**src/rtl/gra_pkg.sv**
```systemverilog
// Shared graphics constants, blitter FSM state encoding and small helpers.
package gra_pkg;

  localparam int DEF_SCREEN_W = 160;
  localparam int DEF_SCREEN_H = 120;

  localparam logic [2:0] COL_BLACK = 3'b000;
  localparam logic [2:0] COL_GREEN = 3'b010;
  localparam logic [2:0] COL_WHITE = 3'b111;

  typedef enum logic [1:0] {
    ST_IDLE,
    ST_SCAN,
    ST_DRAIN,
    ST_DONE
  } blit_state_t;

  // Keeps derived widths legal when a dimension collapses to a single value.
  function automatic int max1(input int v);
    return (v < 1) ? 1 : v;
  endfunction

endpackage

```
**src/rtl/blit_scan_counter.sv**
```systemverilog
// Row-major image scan: column/row counters plus a linear ROM address that is
// only ever incremented, so it always equals iy*IMG_W+ix without a multiplier.
module blit_scan_counter
  import gra_pkg::*;
#(
  parameter int IMG_W = 160,
  parameter int IMG_H = 120,
  parameter int IX_W  = 8,
  parameter int IY_W  = 7,
  parameter int A_W   = 15
) (
  input  logic            CLOCK_50,
  input  logic            reset_n,
  input  logic            clear,
  input  logic            advance,
  output logic [IX_W-1:0] ix,
  output logic [IY_W-1:0] iy,
  output logic [A_W-1:0]  addr,
  output logic            last
);

  logic row_end;

  assign row_end = (ix == IX_W'(IMG_W - 1));
  assign last    = row_end && (iy == IY_W'(IMG_H - 1));

  always_ff @(posedge CLOCK_50) begin
    if (!reset_n || clear) begin
      ix   <= '0;
      iy   <= '0;
      addr <= '0;
    end else if (advance) begin
      if (last) begin
        ix   <= '0;
        iy   <= '0;
        addr <= '0;
      end else if (row_end) begin
        ix   <= '0;
        iy   <= iy + 1'b1;
        addr <= addr + 1'b1;
      end else begin
        ix   <= ix + 1'b1;
        addr <= addr + 1'b1;
      end
    end
  end

endmodule

```
**src/rtl/sprite_blitter.sv**
```systemverilog
// Paints one monochrome ROM image into the frame buffer at (x0,y0). rom_q must
// present the bit for rom_addr ROM_LAT-1 cycles later; the output register is the last stage.
module sprite_blitter
  import gra_pkg::*;
#(
  parameter int SCREEN_W       = DEF_SCREEN_W,
  parameter int SCREEN_H       = DEF_SCREEN_H,
  parameter int IMG_W          = 160,
  parameter int IMG_H          = 120,
  parameter int NUM_IMG        = 3,
  parameter int COLOUR_W       = 3,
  parameter int ROM_LAT        = 1,
  parameter int TRANSPARENT_BG = 0,
  localparam int X_W  = $clog2(SCREEN_W),
  localparam int Y_W  = $clog2(SCREEN_H),
  localparam int A_W  = $clog2(IMG_W * IMG_H),
  localparam int S_W  = max1($clog2(NUM_IMG))
) (
  input  logic                CLOCK_50,
  input  logic                reset_n,
  input  logic                start,
  input  logic [S_W-1:0]      img_sel,
  input  logic [X_W-1:0]      x0,
  input  logic [Y_W-1:0]      y0,
  input  logic [COLOUR_W-1:0] fg_colour,
  input  logic [COLOUR_W-1:0] bg_colour,
  output logic [A_W-1:0]      rom_addr,
  input  logic [NUM_IMG-1:0]  rom_q,
  output logic [X_W-1:0]      x,
  output logic [Y_W-1:0]      y,
  output logic [COLOUR_W-1:0] colour,
  output logic                plot,
  output logic                busy,
  output logic                done
);

  localparam int IX_W = max1($clog2(IMG_W));
  localparam int IY_W = max1($clog2(IMG_H));
  localparam int D_W  = max1($clog2(ROM_LAT));
  localparam int PW   = 1 + (X_W + 1) + (Y_W + 1);

  blit_state_t         state;
  logic [D_W-1:0]      drain_cnt;
  logic [S_W-1:0]      sel_q;
  logic [X_W-1:0]      x0_q;
  logic [Y_W-1:0]      y0_q;
  logic [COLOUR_W-1:0] fg_q;
  logic [COLOUR_W-1:0] bg_q;
  logic                accept;
  logic [IX_W-1:0]     ix;
  logic [IY_W-1:0]     iy;
  logic                last;
  logic [PW-1:0]       cur_p0;
  logic [PW-1:0]       tap;
  logic                tap_vld;
  logic [X_W:0]        tap_sx;
  logic [Y_W:0]        tap_sy;
  logic                pix_bit;

  function automatic logic on_screen(input logic [X_W:0] sx, input logic [Y_W:0] sy);
    return (32'(sx) < SCREEN_W) && (32'(sy) < SCREEN_H);
  endfunction

  assign accept = (state == ST_IDLE) && start;

  blit_scan_counter #(
    .IMG_W (IMG_W),
    .IMG_H (IMG_H),
    .IX_W  (IX_W),
    .IY_W  (IY_W),
    .A_W   (A_W)
  ) u_scan (
    .CLOCK_50 (CLOCK_50),
    .reset_n  (reset_n),
    .clear    (accept),
    .advance  (state == ST_SCAN),
    .ix       (ix),
    .iy       (iy),
    .addr     (rom_addr),
    .last     (last)
  );

  always_ff @(posedge CLOCK_50) begin
    if (!reset_n) begin
      state     <= ST_IDLE;
      busy      <= 1'b0;
      done      <= 1'b0;
      drain_cnt <= '0;
    end else begin
      case (state)
        ST_IDLE: begin
          done <= 1'b0;
          if (start) begin
            state <= ST_SCAN;
            busy  <= 1'b1;
          end
        end
        ST_SCAN: begin
          if (last) begin
            state     <= ST_DRAIN;
            drain_cnt <= '0;
          end
        end
        ST_DRAIN: begin
          if (drain_cnt == D_W'(ROM_LAT - 1)) begin
            state <= ST_DONE;
            done  <= 1'b1;
          end else begin
            drain_cnt <= drain_cnt + 1'b1;
          end
        end
        default: begin
          done  <= 1'b0;
          busy  <= 1'b0;
          state <= ST_IDLE;
        end
      endcase
    end
  end

  // Blit parameters are frozen at acceptance so mid-blit input changes are harmless.
  always_ff @(posedge CLOCK_50) begin
    if (accept) begin
      sel_q <= (32'(img_sel) >= NUM_IMG) ? '0 : img_sel;
      x0_q  <= x0;
      y0_q  <= y0;
      fg_q  <= fg_colour;
      bg_q  <= bg_colour;
    end
  end

  // Stage p0: screen coordinates of the pixel currently addressed
  assign cur_p0 = {(state == ST_SCAN),
                   {1'b0, x0_q} + (X_W + 1)'(ix),
                   {1'b0, y0_q} + (Y_W + 1)'(iy)};

  // Delay stages p1..: ROM_LAT-1 registers so coordinates meet their rom_q bit
  if (ROM_LAT > 1) begin : g_dly
    logic [PW-1:0] dly_p [1:ROM_LAT-1];

    always_ff @(posedge CLOCK_50) begin
      if (!reset_n) begin
        for (int i = 1; i < ROM_LAT; i++) dly_p[i] <= '0;
      end else begin
        dly_p[1] <= cur_p0;
        for (int i = 2; i < ROM_LAT; i++) dly_p[i] <= dly_p[i-1];
      end
    end

    assign tap = dly_p[ROM_LAT-1];
  end else begin : g_nodly
    assign tap = cur_p0;
  end

  assign {tap_vld, tap_sx, tap_sy} = tap;
  assign pix_bit = rom_q[sel_q];

  // Output stage: colour mux, clipping and transparency
  always_ff @(posedge CLOCK_50) begin
    if (!reset_n) begin
      x      <= '0;
      y      <= '0;
      colour <= '0;
      plot   <= 1'b0;
    end else begin
      x      <= tap_sx[X_W-1:0];
      y      <= tap_sy[Y_W-1:0];
      colour <= pix_bit ? bg_q : fg_q;
      plot   <= tap_vld && on_screen(tap_sx, tap_sy) &&
                !(pix_bit && (TRANSPARENT_BG != 0));
    end
  end

endmodule

```
**config.mk**
```make
export PLATFORM = sky130hd
export DESIGN_NAME = sprite_blitter
export DESIGN_NICKNAME = d
export VERILOG_FILES = /design/src/rtl/gra_pkg.sv /design/src/rtl/blit_scan_counter.sv /design/src/rtl/sprite_blitter.sv
export SDC_FILE = /design/constraint.sdc
export NUM_CORES = 1
export LEC_CHECK = 0
export BUFFER_PORTS_ARGS = -buffer_cell sky130_fd_sc_hd__buf_4
export CAP_MARGIN = 25
export CORE_MARGIN = 4
export CORE_UTILIZATION = 40
export CTS_BUF_LIST = sky130_fd_sc_hd__clkbuf_8
export DETAILED_ROUTE_END_ITERATION = 6
export SYNTH_ARGS = -nofsm -noshare
export SYNTH_HDL_FRONTEND = slang
export SYNTH_SLANG_ARGS = --single-unit
export TNS_END_PERCENT = 10
```
**constraint.sdc**
```tcl
create_clock -name CLOCK_50 -period 2.05 [get_ports CLOCK_50]
set_clock_uncertainty 0.1 [all_clocks]
set_input_delay 0.1025 -clock CLOCK_50 [delete_from_list [all_inputs] [get_ports CLOCK_50]]
set_output_delay 0.1025 -clock CLOCK_50 [all_outputs]
set_load 0.02 [all_outputs]
```
After elaboration in Yosys (flattened, before gate mapping) --
Index checks and enable logic that the tools add are counted.
Cells by class: add/sub/neg operators 6, order comparisons 4, equal/unequal tests 7, mux-type cells 19, bitwise gates (word level) 2, reductions and logical operators 15
Operator list (number):
- $mux 8 | 2
- $add 15x1->15 const B | 1
- $mux 15 | 1
- $mux 7 | 2
- $add 8x8->9 | 1
- $lt 9x8->1 const B | 1
- $add 7x7->8 | 1
- $add 8x1->8 const B | 1
- $eq 8x8->1 const B | 1
- $lt 8x7->1 const B | 1
- $reduce_and 2->1 | 4
- $add 7x1->7 const B | 1
- $eq 7x7->1 const B | 1
- $mux 2 | 3
- $ne 2x2->1 const B | 3
- $pmux 1 s2 | 3
- $pmux 2 s3 | 1
- $mux 1 | 5
- $logic_and 1x1->1 | 4
- $reduce_bool 2->1 | 2
- $lt 2x3->1 const B | 1
- $mux 3 | 1
- $reduce_and 3->1 | 1
- $bmux 1 s2 | 1
- 9 further kinds | 10
Storage, ports and cells: flip-flop bits (word level) 77, input port bits 29, output and inout bits 36, word-level logic and storage cells 69

Longest topological paths before layout --
Gate-level depths: netlist of the first run.
word-level depth 4, mapped depth 9, gate-level depth less buffers 9

Hierarchy --
From an unflattened synthesis of the first run, not the netlist that was laid out.
Unflattened totals: cells, all modules 335, area, all modules 3479.6 um^2
By module, submodules not included:
- sprite_blitter | times used 1, cells an instance 181, area an instance 2112.0 um^2, sequential area each 1151.1 um^2
- blit_scan_counter | times used 1, cells an instance 154, area an instance 1367.6 um^2, sequential area each 600.6 um^2

Least setup slack after synthesis of the first run --
No wires, ideal clock.
path kind register to register, start reg state[0], end reg u_scan.addr[10], setup time 0.117 ns, arrival time 2.047 ns, data required time 1.833 ns, path slack -0.214 ns, cell stages (with the launch flop) 9, path buffers 2, clock period less this slack 2.264 ns, path through dfxtp_1 inv_1 ha_1 and2_1 nand2b_1 clkbuf_1 a21o_1 buf_2 nor2_1
Between the ends: cells in the longest elaborated chain, start to end 3, elaborated cells between the ends (all ways) 4, classes of those cells 1 x eq/ne; 3 x reduce/logical
RTL lines:
- start, declared | line sprite_blitter.sv:42 | blit_state_t state;
- start signal, assigned | line sprite_blitter.sv:85 | state <= ST_IDLE;
- start signal, assigned | line sprite_blitter.sv:94 | state <= ST_SCAN;
- start signal, assigned | line sprite_blitter.sv:100 | state <= ST_DRAIN;
- $logic_not 2->1 | line sprite_blitter.sv:64 | assign accept = (state == ST_IDLE) && start;
- $logic_and 1x1->1 | line sprite_blitter.sv:64
- via accept | line sprite_blitter.sv:49 | logic accept;
- $logic_or 1x1->1 | line blit_scan_counter.sv:28 | if (!reset_n || clear) begin
- end signal, assigned | line blit_scan_counter.sv:40 | addr <= addr + 1'b1;
- end signal, assigned | line blit_scan_counter.sv:43 | addr <= addr + 1'b1;
- end, declared | line blit_scan_counter.sv:18 | output logic [A_W-1:0] addr,
The timed path passes the listed nets, and every way through them passes these cells. A chain may end at the register's enable or synchronous reset.

Worst setup path after layout of the first run --
start reg y0_q[0], end reg plot
Between the ends: cells in the longest elaborated chain, start to end 4
RTL lines:
- start, declared | line sprite_blitter.sv:46 | logic [Y_W-1:0] y0_q;
- start signal, assigned | line sprite_blitter.sv:126 | y0_q <= y0;
- $add 7x7->8 | line sprite_blitter.sv:135 | {1'b0, y0_q} + (Y_W + 1)'(iy)};
- $lt 8x7->1 | line sprite_blitter.sv:61 | return (32'(sx) < SCREEN_W) && (32'(sy) < SCREEN_H);
- $logic_and 1x1->1 | line sprite_blitter.sv:61
- $logic_and 1x1->1 | line sprite_blitter.sv:169 | plot <= tap_vld && on_screen(tap_sx, tap_sy) &&
- end signal, assigned | line sprite_blitter.sv:169
- end, declared | line sprite_blitter.sv:32 | output logic plot,
Every way passes these cells.

==> impl_metrics.toml, run 1 <==
[finish]
stdcell_count = 586
area_growth_pct = 40.77
num_antenna_cells = 0
drive_gt1_share_pct = 29.73
fin_area_mm2 = 0.004916
fill_cells = 734
num-nets-final = 528

[timing]
period_needed_ns = 2.132
rsz0062_at_grt = "yes"
setup_viol = 1
final-max-slew-violation-count = 0
finalSetupTns_ns = -0.08164
tightest_slew_ns = 0.6547
timing.final.crit_share_pct = 104.0
max_freq_mhz = 469.1
worst_slack_ns = -0.08164
relSlewSlack_pct = 56.31
hold_violations = 0

[placement]
dp.cells = 539
place.gp.congestion = 0.8272
place_ws_ns = -0.2250
port_buffers = 64
place_area_mm2 = 0.004307
dpl.hpwl_um = 5474

[yosys]
syn_nets = 398
synthArstFlopShare_pct = 0
syn_area_per_cell_um2 = 10.09
yosys_most_used_dff = "dfxtp_1"
ys_seq_elements = 76
syn_inst = 346
synth-edff-count = 23
yosysWarningCount = 0
yosysUniqueCellTypes = 47
syn_area_mm2 = 0.003492
ys_seq_area_share_pct = 50.16

[setup_path]
rr_startpoint = "y0_q[0]$_DFFE_PP_"
rrSetupSlack_ns = -0.08
critical_path_arrival_ns = 2.29
path_class = "register to register"
crit_family = "simple AND/OR/NAND/NOR gates"
end_kind = "register"
critPathMaxFanout = 2
crit_path_cell_trace = "ha_2 -> inv_2 -> fa_2 -> nor2b_4 -> o22ai_4 -> xnor2_2 -> or4_1 -> o211a_1"
r2r-end = "plot$_SDFF_PN0_"
slowest_stage = "or4_1"
slowest_delay_ns = 0.48
reg2reg_depth = 8
cp_num_buf_inv = 1
critPathLaunchType = "register"
required_ns = 2.21

[flow_run]
max-cap-violations = 0

[global_routing]
overflow = 0
antenna_found_initial = 0
grt_pass1_vias = 2920
grt_usage_pct = 16.20
grt_pass1_wl_um = 13210
grt_max_degree = 24

[clocking]
cts-root-buf = "clkbuf_8"
clk_path_buf_depth = 2
clk_latency_ns = 0.36
cts_tree = "built"
cts.sinks = 76
numCtsBuffers = 9
htreeDepth = 3
clkTransAtPathRegs_ns = 0.09

[power]
p_sw_mw = 1.443
p_per_area_mw_per_mm2 = 896.4
p_seq_share_pct = 42.8
finalPower_mw = 4.407
p_clk_share_pct = 28.1
combPwrFrac_pct = 29.1
worst_ir_drop_vdd_mv = 0.4751
leakage_nw = 2.064
p_sw_share_pct = 32.74
internal_power_mw = 2.964

[die]
rows = 33
start_util_pct = 41.87
core_area_mm2 = 0.008341
die_area_mm2 = 0.01029
die_h_um = 101.4
die_x_um = 101.4
ios = 65

[routing]
drc = 0
route.final.wire_length_um = 7867
final_antenna_net_count = 0
vias_per_cell = 4.957
wl_per_cell_um = 13.42
dr.pass1.iters = 4
dr.first_iter.drc_count = 94
dr_total_vias = 2905

[run_status]
violations = "setup timing"
status = "finished with violations"

[worst_hold_path]
hp-class = "input pin to register"
whs_path_depth = 5
min_to = "colour[1]$_SDFF_PN0_"
holdCritStartpoint = "rom_q[1]"
## placed cells by master (no fill, tap or decap), drive strengths merged, types with 2 or more instances in the layout
master | Yosys | routed
nand2b | 3 | 3
nor3 | 9 | 9
xnor2 | 7 | 7
a211oi | 4 | 4
or2 | 3 | 3
a21oi | 21 | 21
nor2b | 6 | 6
o22ai | 2 | 2
nand2 | 23 | 23
and3 | 7 | 7
buf | 2 | 98
mux2i | 6 | 6
o21bai | 2 | 2
or3 | 3 | 3
nor4 | 2 | 2
edfxtp | 23 | 23
nor2 | 52 | 52
nand3b | 2 | 2
nand3 | 10 | 10
o41ai | 2 | 2
xor2 | 17 | 17
dfxtp | 53 | 53
clkbuf | 4 | 9
o21ai | 14 | 14
ha | 21 | 21
nor3b | 4 | 4
fa | 2 | 2
nand4 | 9 | 9
and2 | 4 | 4
a21o | 3 | 3
a2bb2oi | 2 | 2
dlygate4sd3 | 0 | 27
inv | 14 | 19
## power by group through the flow
stage	sequential (mW)	clock, mW	combinational [mW]
3_5_place_dp	1.92	0	1.17
5_1_grt	1.91	1.32	1.41
6_report	1.89	1.24	1.28
4_1_cts	1.89	1.28	1.27
2_1_floorplan	2.01	0	0.632
3_3_place_gp	1.92	0	1.16
## logic make-up after synthesis
kind of cell               share of synthesized area, %
and+or+nand+nor                                   21.00
xor gates and xnor gates                          6.019
DFF                                               50.16
adders and majority gates                         8.671
buffers and inverters                             2.185
muxes                                             1.720
AOI/OAI and AO/OA                                 10.25
## stage by stage
step / hold slack, ns / utilization [%]
4_1_cts: 0.1802 / 58.54
3_3_place_gp: 0.1814 / 51.64
6_report: 0.1900 / 58.94
2_1_floorplan: 0.1014 / -
3_5_place_dp: 0.1820 / 51.64
5_1_grt: 0.2294 / 58.94
## layout make-up
type                       instances  area (um2)  area share [%]
clock buffer                       9       123.9           2.520
clock inverter                     7       88.84           1.807
inverter                          14       52.55           1.069
multi-input combinational        250        1755           35.71
sequential                        76        1754           35.68
tap                              105       131.4           2.672
timing repair buffer             125        1010           20.54
## cells in the mapped netlist (all sizes together) (3+ instances only)
cell	count	share of area [%]
nor3	9	1.3
dfxtp	53	30
nand4	9	2.0
nand2	23	2.5
nand2b	3	0.54
xor2	17	4.3
edfxtp	23	20
and2	4	0.72
or3	3	0.54
nor2b	6	1.1
ha	21	7.5
and3	7	1.3
clkbuf	4	0.43
nor2	52	5.6
a21o	3	0.64
o21ai	14	2.0
or2	3	0.54
a21oi	21	3.0
mux2i	6	1.7
a211oi	4	0.86
inv	14	1.5
nor3b	4	0.86
xnor2	7	1.8
nand3	10	1.4
## worst register-to-register path: cells and delay by family, from the launching register on
family,cells,cell delay (ns)
AOI/OAI and AO/OA,2,0.23
xor gates and xnor gates,1,0.15
adders and majority gates,2,0.54
buffers and inverters,1,0.04
DFF,1,0.34
and+or+nand+nor,2,0.64
## how the worst max path moves through the flow
stage / startpoint / endpoint / slack, ns / cells after the start
2_1_floorplan: u_scan.iy[0]$_SDFFE_PP0P_ / plot$_SDFF_PN0_ / -0.09 / 8
3_3_place_gp: y0_q[0]$_DFFE_PP_ / plot$_SDFF_PN0_ / -0.14 / 8
3_5_place_dp: y0_q[1]$_DFFE_PP_ / plot$_SDFF_PN0_ / -0.23 / 7
4_1_cts: y0_q[0]$_DFFE_PP_ / plot$_SDFF_PN0_ / -0.07 / 8
5_1_grt: y0_q[0]$_DFFE_PP_ / plot$_SDFF_PN0_ / -0.15 / 8
6_report: y0_q[0]$_DFFE_PP_ / plot$_SDFF_PN0_ / -0.08 / 8
## registers in the layout (all words and copies together), names as in the netlist, 2 cells and up
signal and count:
bg_q 3, colour 3, fg_q 3, sel_q 2, state 2, u_scan.addr 15, u_scan.ix 8, u_scan.iy 7
x 8, x0_q 8, y 7, y0_q 7
## layer usage
| layer | vias up | share of wire (%) | GRT usage, % |
|---|---|---|---|
| met5 | - | 0 | 0 |
| met4 | 0 | 1.9 | 5.930 |
| met3 | 14 | 4.3 | 3.994 |
| met2 | 63 | 49 | 27.21 |
| met1 | 1346 | 45 | 20.16 |
| li1 | 1482 | - | - |
## timing repair
action / in CTS / in global routing
setup endpoints to repair: 4 / 9
hold endpoints to repair: 29 / 0
hold buffers: 27 / 0
pin swaps: 5 / 3
setup buffers: 3 / 1
resized for setup: 17 / 8
No activity file was read; power rests on OpenSTA's default activity.
==> run 2, diff against run 1 <==
==> constraint.sdc (replaced) <==
create_clock -name CLOCK_50 -period 2 [get_ports CLOCK_50]
set_clock_uncertainty 0.1 [all_clocks]
set_input_delay 0.1 -clock CLOCK_50 [delete_from_list [all_inputs] [get_ports CLOCK_50]]
set_output_delay 0.1 -clock CLOCK_50 [all_outputs]
set_load 0.02 [all_outputs]
==> impl_metrics.toml, run 2 (synthesis gave the netlist of run 1 again) <==
[setup_path]
critPathLaunchType = "register"
reg2reg_depth = 8
rrSetupSlack_ns = -0.14
critPathMaxFanout = 3
critical_path_arrival_ns = 2.30
path_class = "register to register"
required_ns = 2.16
end_kind = "register"

[clocking]
numCtsBuffers = 9
htreeDepth = 3
clkTransAtPathRegs_ns = 0.09
cts_tree = "built"
clk_latency_ns = 0.35
cts.sinks = 76
clk_path_buf_depth = 2
cts-root-buf = "clkbuf_8"

[die]
die_area_mm2 = 0.01029
die_x_um = 101.4
die_h_um = 101.4
ios = 65
rows = 33
start_util_pct = 41.87
core_area_mm2 = 0.008341

[finish]
ff_latch_area_mm2 = 0.001757
fill_cells = 720
area_growth_pct = 41.31
multiInputGateArea_mm2 = 0.001792
final_cell_mix = "buf_4, nor2_1, dfxtp_1"
drive_gt1_share_pct = 29.62
fin_area_mm2 = 0.004935
final_common_cell = "buf_4"
stdcell_count = 581
num-nets-final = 523
num_antenna_cells = 0
top_register = "u_scan.addr"
largest_reg_flops = 15
postLayoutCoreUtil_pct = 59.17

[timing]
relSlewSlack_pct = 70.32
timing.final.crit_share_pct = 107.0
worst_slack_ns = -0.1393
tightest_slew_ns = 0.4452
period_needed_ns = 2.139
max_freq_mhz = 467.4
finalSetupTns_ns = -0.1393
final-max-slew-violation-count = 0
timing.hold.ws_ns = 0.2102
hold_violations = 0
rsz0062_at_grt = "yes"
setup_viol = 1

[routing]
dr.pass1.iters = 4
final_antenna_net_count = 0
vias_per_cell = 4.929
wl_per_cell_um = 13.56
dr_total_vias = 2864
drc = 0
dr.first_iter.drc_count = 124
route.final.wire_length_um = 7880

[worst_hold_path]
hp-class = "input pin to register"
whs_path_depth = 5

[global_routing]
grt_pass1_vias = 2827
grt_pass1_wl_um = 13010
grt_usage_pct = 16.07
grt_max_degree = 24
antenna_found_initial = 0
overflow = 0

[power]
p_clk_share_pct = 29.4
p_per_area_mw_per_mm2 = 931.8
worst_ir_drop_vdd_mv = 0.4856
p_sw_mw = 1.450
finalPower_mw = 4.598
p_seq_share_pct = 42.1
combPwrFrac_pct = 28.5
p_sw_share_pct = 31.53
internal_power_mw = 3.148
leakage_nw = 2.061

[placement]
dp.cells = 537
place.gp.congestion = 0.7788
dpl.hpwl_um = 5533
place_area_mm2 = 0.004327
port_buffers = 64
place_ws_ns = -0.1921

[run_status]
violations = "setup timing"
status = "finished with violations"

[flow_run]
max-cap-violations = 0
## run 2: power groups by stage
stage,Clock (mW),Sequential [mW],Combinational (mW)
after floorplan,0,2.06,0.662
after global placement,0,1.97,1.20
after detailed placement,0,1.97,1.20
after CTS,1.40,1.94,1.27
after global routing,1.46,1.96,1.46
final,1.35,1.94,1.31
## run 2: layer usage
layer  routed length, um  vias to the layer above  track usage [%]
met2                3745                       67            26.16
met3                 410                        9            4.683
met1                3645                     1314            20.79
li1                    -                     1474                -
met5                   0                        -                0
met4                  79                        0            4.703
## run 2: worst paths after layout
path,start,to
setup / recovery,y0_q[0]$_DFFE_PP_,plot$_SDFF_PN0_
hold / removal,rom_q[1],colour[1]$_SDFF_PN0_
setup reg to reg,y0_q[0]$_DFFE_PP_,plot$_SDFF_PN0_
hold reg to reg,state[1]$_SDFFE_PN0P_,state[1]$_SDFFE_PN0P_
## run 2: final cells by class
cell class / instances / share of cell area (%)
well taps: 105 / 2.662
repair buffers: 120 / 19.70
multi-input cells: 250 / 36.31
clock inverters: 7 / 2.155
flip-flops and latches: 76 / 35.60
inverters: 14 / 1.065
clock buffers: 9 / 2.510
## run 2: repair_timing
item                                    4_1_cts  5_1_grt
resized for setup                             5       15
endpoints found under the setup margin        3       11
cloned                                        0        0
hold endpoints to repair                     29        0
hold buffers                                 27        0
pin swaps                                     1        3
setup buffers                                 1        0
## run 2: critical path, stage by stage (launching register included)
cell and delay [ns]:
edfxtp_1 0.38, ha_4 0.15, inv_1 0.05, fa_2 0.36, nor2b_4 0.14, o22ai_2 0.10, xnor2_2 0.17, or4_4 0.49
o211a_1 0.13
==> run 3, diff against run 2 <==
--- a/config.mk
+++ b/config.mk
@@ -11,6 +11,7 @@
 export CORE_UTILIZATION = 40
 export CTS_BUF_LIST = sky130_fd_sc_hd__clkbuf_8
 export DETAILED_ROUTE_END_ITERATION = 6
+export PLACE_DENSITY = 0.73
 export SYNTH_ARGS = -nofsm -noshare
 export SYNTH_HDL_FRONTEND = slang
 export SYNTH_SLANG_ARGS = --single-unit
==> impl_metrics.toml, run 3 (synthesis gave the netlist of run 1 again) <==
[die]
die_area_mm2 = 0.01029
rows = 33
core_area_mm2 = 0.008341
start_util_pct = 41.87
ios = 65
die_x_um = 101.4
die_h_um = 101.4

[run_status]
status = "finished with violations"
violations = "setup timing"

[routing]
route.final.wire_length_um = 7761
drc = 0
dr.pass1.iters = 4
vias_per_cell = 5.003
dr_total_vias = 2892
dr.first_iter.drc_count = 89
wl_per_cell_um = 13.43
final_antenna_net_count = 0

[global_routing]
overflow = 0
antenna_found_initial = 0
grt_max_degree = 24
grt_usage_pct = 15.90
grt_pass1_wl_um = 12890
grt_pass1_vias = 2862

[clocking]
cts-root-buf = "clkbuf_8"
clk_path_buf_depth = 2
numCtsBuffers = 9
cts_tree = "built"
htreeDepth = 3
clkTransAtPathRegs_ns = 0.09
clk_latency_ns = 0.36
cts.sinks = 76

[timing]
worst_slack_ns = -0.1685
relSlewSlack_pct = 60.02
setup_viol = 1
hold_violations = 0
rsz0062_at_grt = "yes"
timing.final.crit_share_pct = 108.4
final-max-slew-violation-count = 0
tightest_slew_ns = 0.5991
finalSetupTns_ns = -0.1685
period_needed_ns = 2.169
max_freq_mhz = 461.1
timing.hold.ws_ns = 0.2157

[placement]
place_area_mm2 = 0.004324
place.gp.congestion = 0.8118
port_buffers = 64
dpl.hpwl_um = 5607
place_ws_ns = -0.1700

[finish]
ff_latch_area_mm2 = 0.001755
fill_cells = 718
final_common_cell = "buf_4"
area_growth_pct = 39.52
largest_reg_flops = 15
postLayoutCoreUtil_pct = 58.42
num-nets-final = 520
num_antenna_cells = 0
final_cell_mix = "buf_4, nor2_1, dfxtp_1"
top_register = "u_scan.addr"
multiInputGateArea_mm2 = 0.001758
drive_gt1_share_pct = 28.12
fin_area_mm2 = 0.004872

[setup_path]
path_class = "register to register"
rr_startpoint = "y0_q[0]$_DFFE_PP_"
end_kind = "register"
required_ns = 2.15
critPathMaxFanout = 3
critPathLaunchType = "register"
r2r-end = "plot$_SDFF_PN0_"
critical_path_arrival_ns = 2.32
reg2reg_depth = 8
rrSetupSlack_ns = -0.17

[power]
p_per_area_mw_per_mm2 = 921.9
leakage_nw = 2.025
worst_ir_drop_vdd_mv = 0.5097

[flow_run]
max-cap-violations = 0

[worst_hold_path]
min_to = "colour[1]$_SDFF_PN0_"
holdCritStartpoint = "rom_q[1]"
hp-class = "input pin to register"
whs_path_depth = 5
run 3: cell type report:
type,count,area share [%]
sequential,76,36.03
timing repair buffer,117,19.75
clock buffer,9,2.542
inverter,14,1.079
tap,105,2.696
multi-input combinational,250,36.08
clock inverter,7,1.823
run 3: power breakdown:
group / internal [mW] / switching [mW] / leakage, nW
logic: 0.578 / 0.730 / 1.27
clock network: 0.611 / 0.636 / 0.106
registers: 1.85 / 0.0919 / 0.653
run 3: worst max path at each step:
stage / startpoint / end / slack (ns) / cells past startpoint
2_1_floorplan: u_scan.iy[0]$_SDFFE_PP0P_ / plot$_SDFF_PN0_ / -0.03 / 8
3_3_place_gp: y0_q[0]$_DFFE_PP_ / plot$_SDFF_PN0_ / -0.11 / 8
3_5_place_dp: y0_q[0]$_DFFE_PP_ / plot$_SDFF_PN0_ / -0.17 / 8
4_1_cts: y0_q[0]$_DFFE_PP_ / plot$_SDFF_PN0_ / -0.17 / 8
5_1_grt: y0_q[0]$_DFFE_PP_ / plot$_SDFF_PN0_ / -0.25 / 8
6_report: y0_q[0]$_DFFE_PP_ / plot$_SDFF_PN0_ / -0.17 / 8
run 3: per-stage QoR:
stage / total power [mW] / cells
after floorplan: 2.726 / 346
after global placement: 3.165 / 535
after detailed placement: 3.210 / 535
after CTS: 4.539 / 578
after global routing: 4.742 / 578
final: 4.492 / 578
run 3: per-layer routing:
layer	GRT usage, %	part of all wire, %	up-vias
met5	0	0	-
li1	-	-	1477
met2	27.57	50	52
met3	4.477	4.5	9
met1	19.10	44	1354
met4	4.908	1.5	0
run 3: worst max-delay path, stage by stage, from the launching register on:
cell and delay [ns]:
edfxtp_1 0.38, ha_4 0.15, inv_2 0.04, fa_2 0.36, nor2b_4 0.15, o22ai_4 0.09, xnor2_2 0.15, or4_1 0.49
o211a_1 0.14
run 3: repair_timing:
action / 4_1_cts / 5_1_grt
setup buffers: 0 / 0
cloned: 0 / 0
hold endpoints to repair: 28 / 0
pin swaps: 1 / 3
gates resized for setup: 8 / 6
hold buffers: 27 / 0
endpoints found under the setup margin: 3 / 11
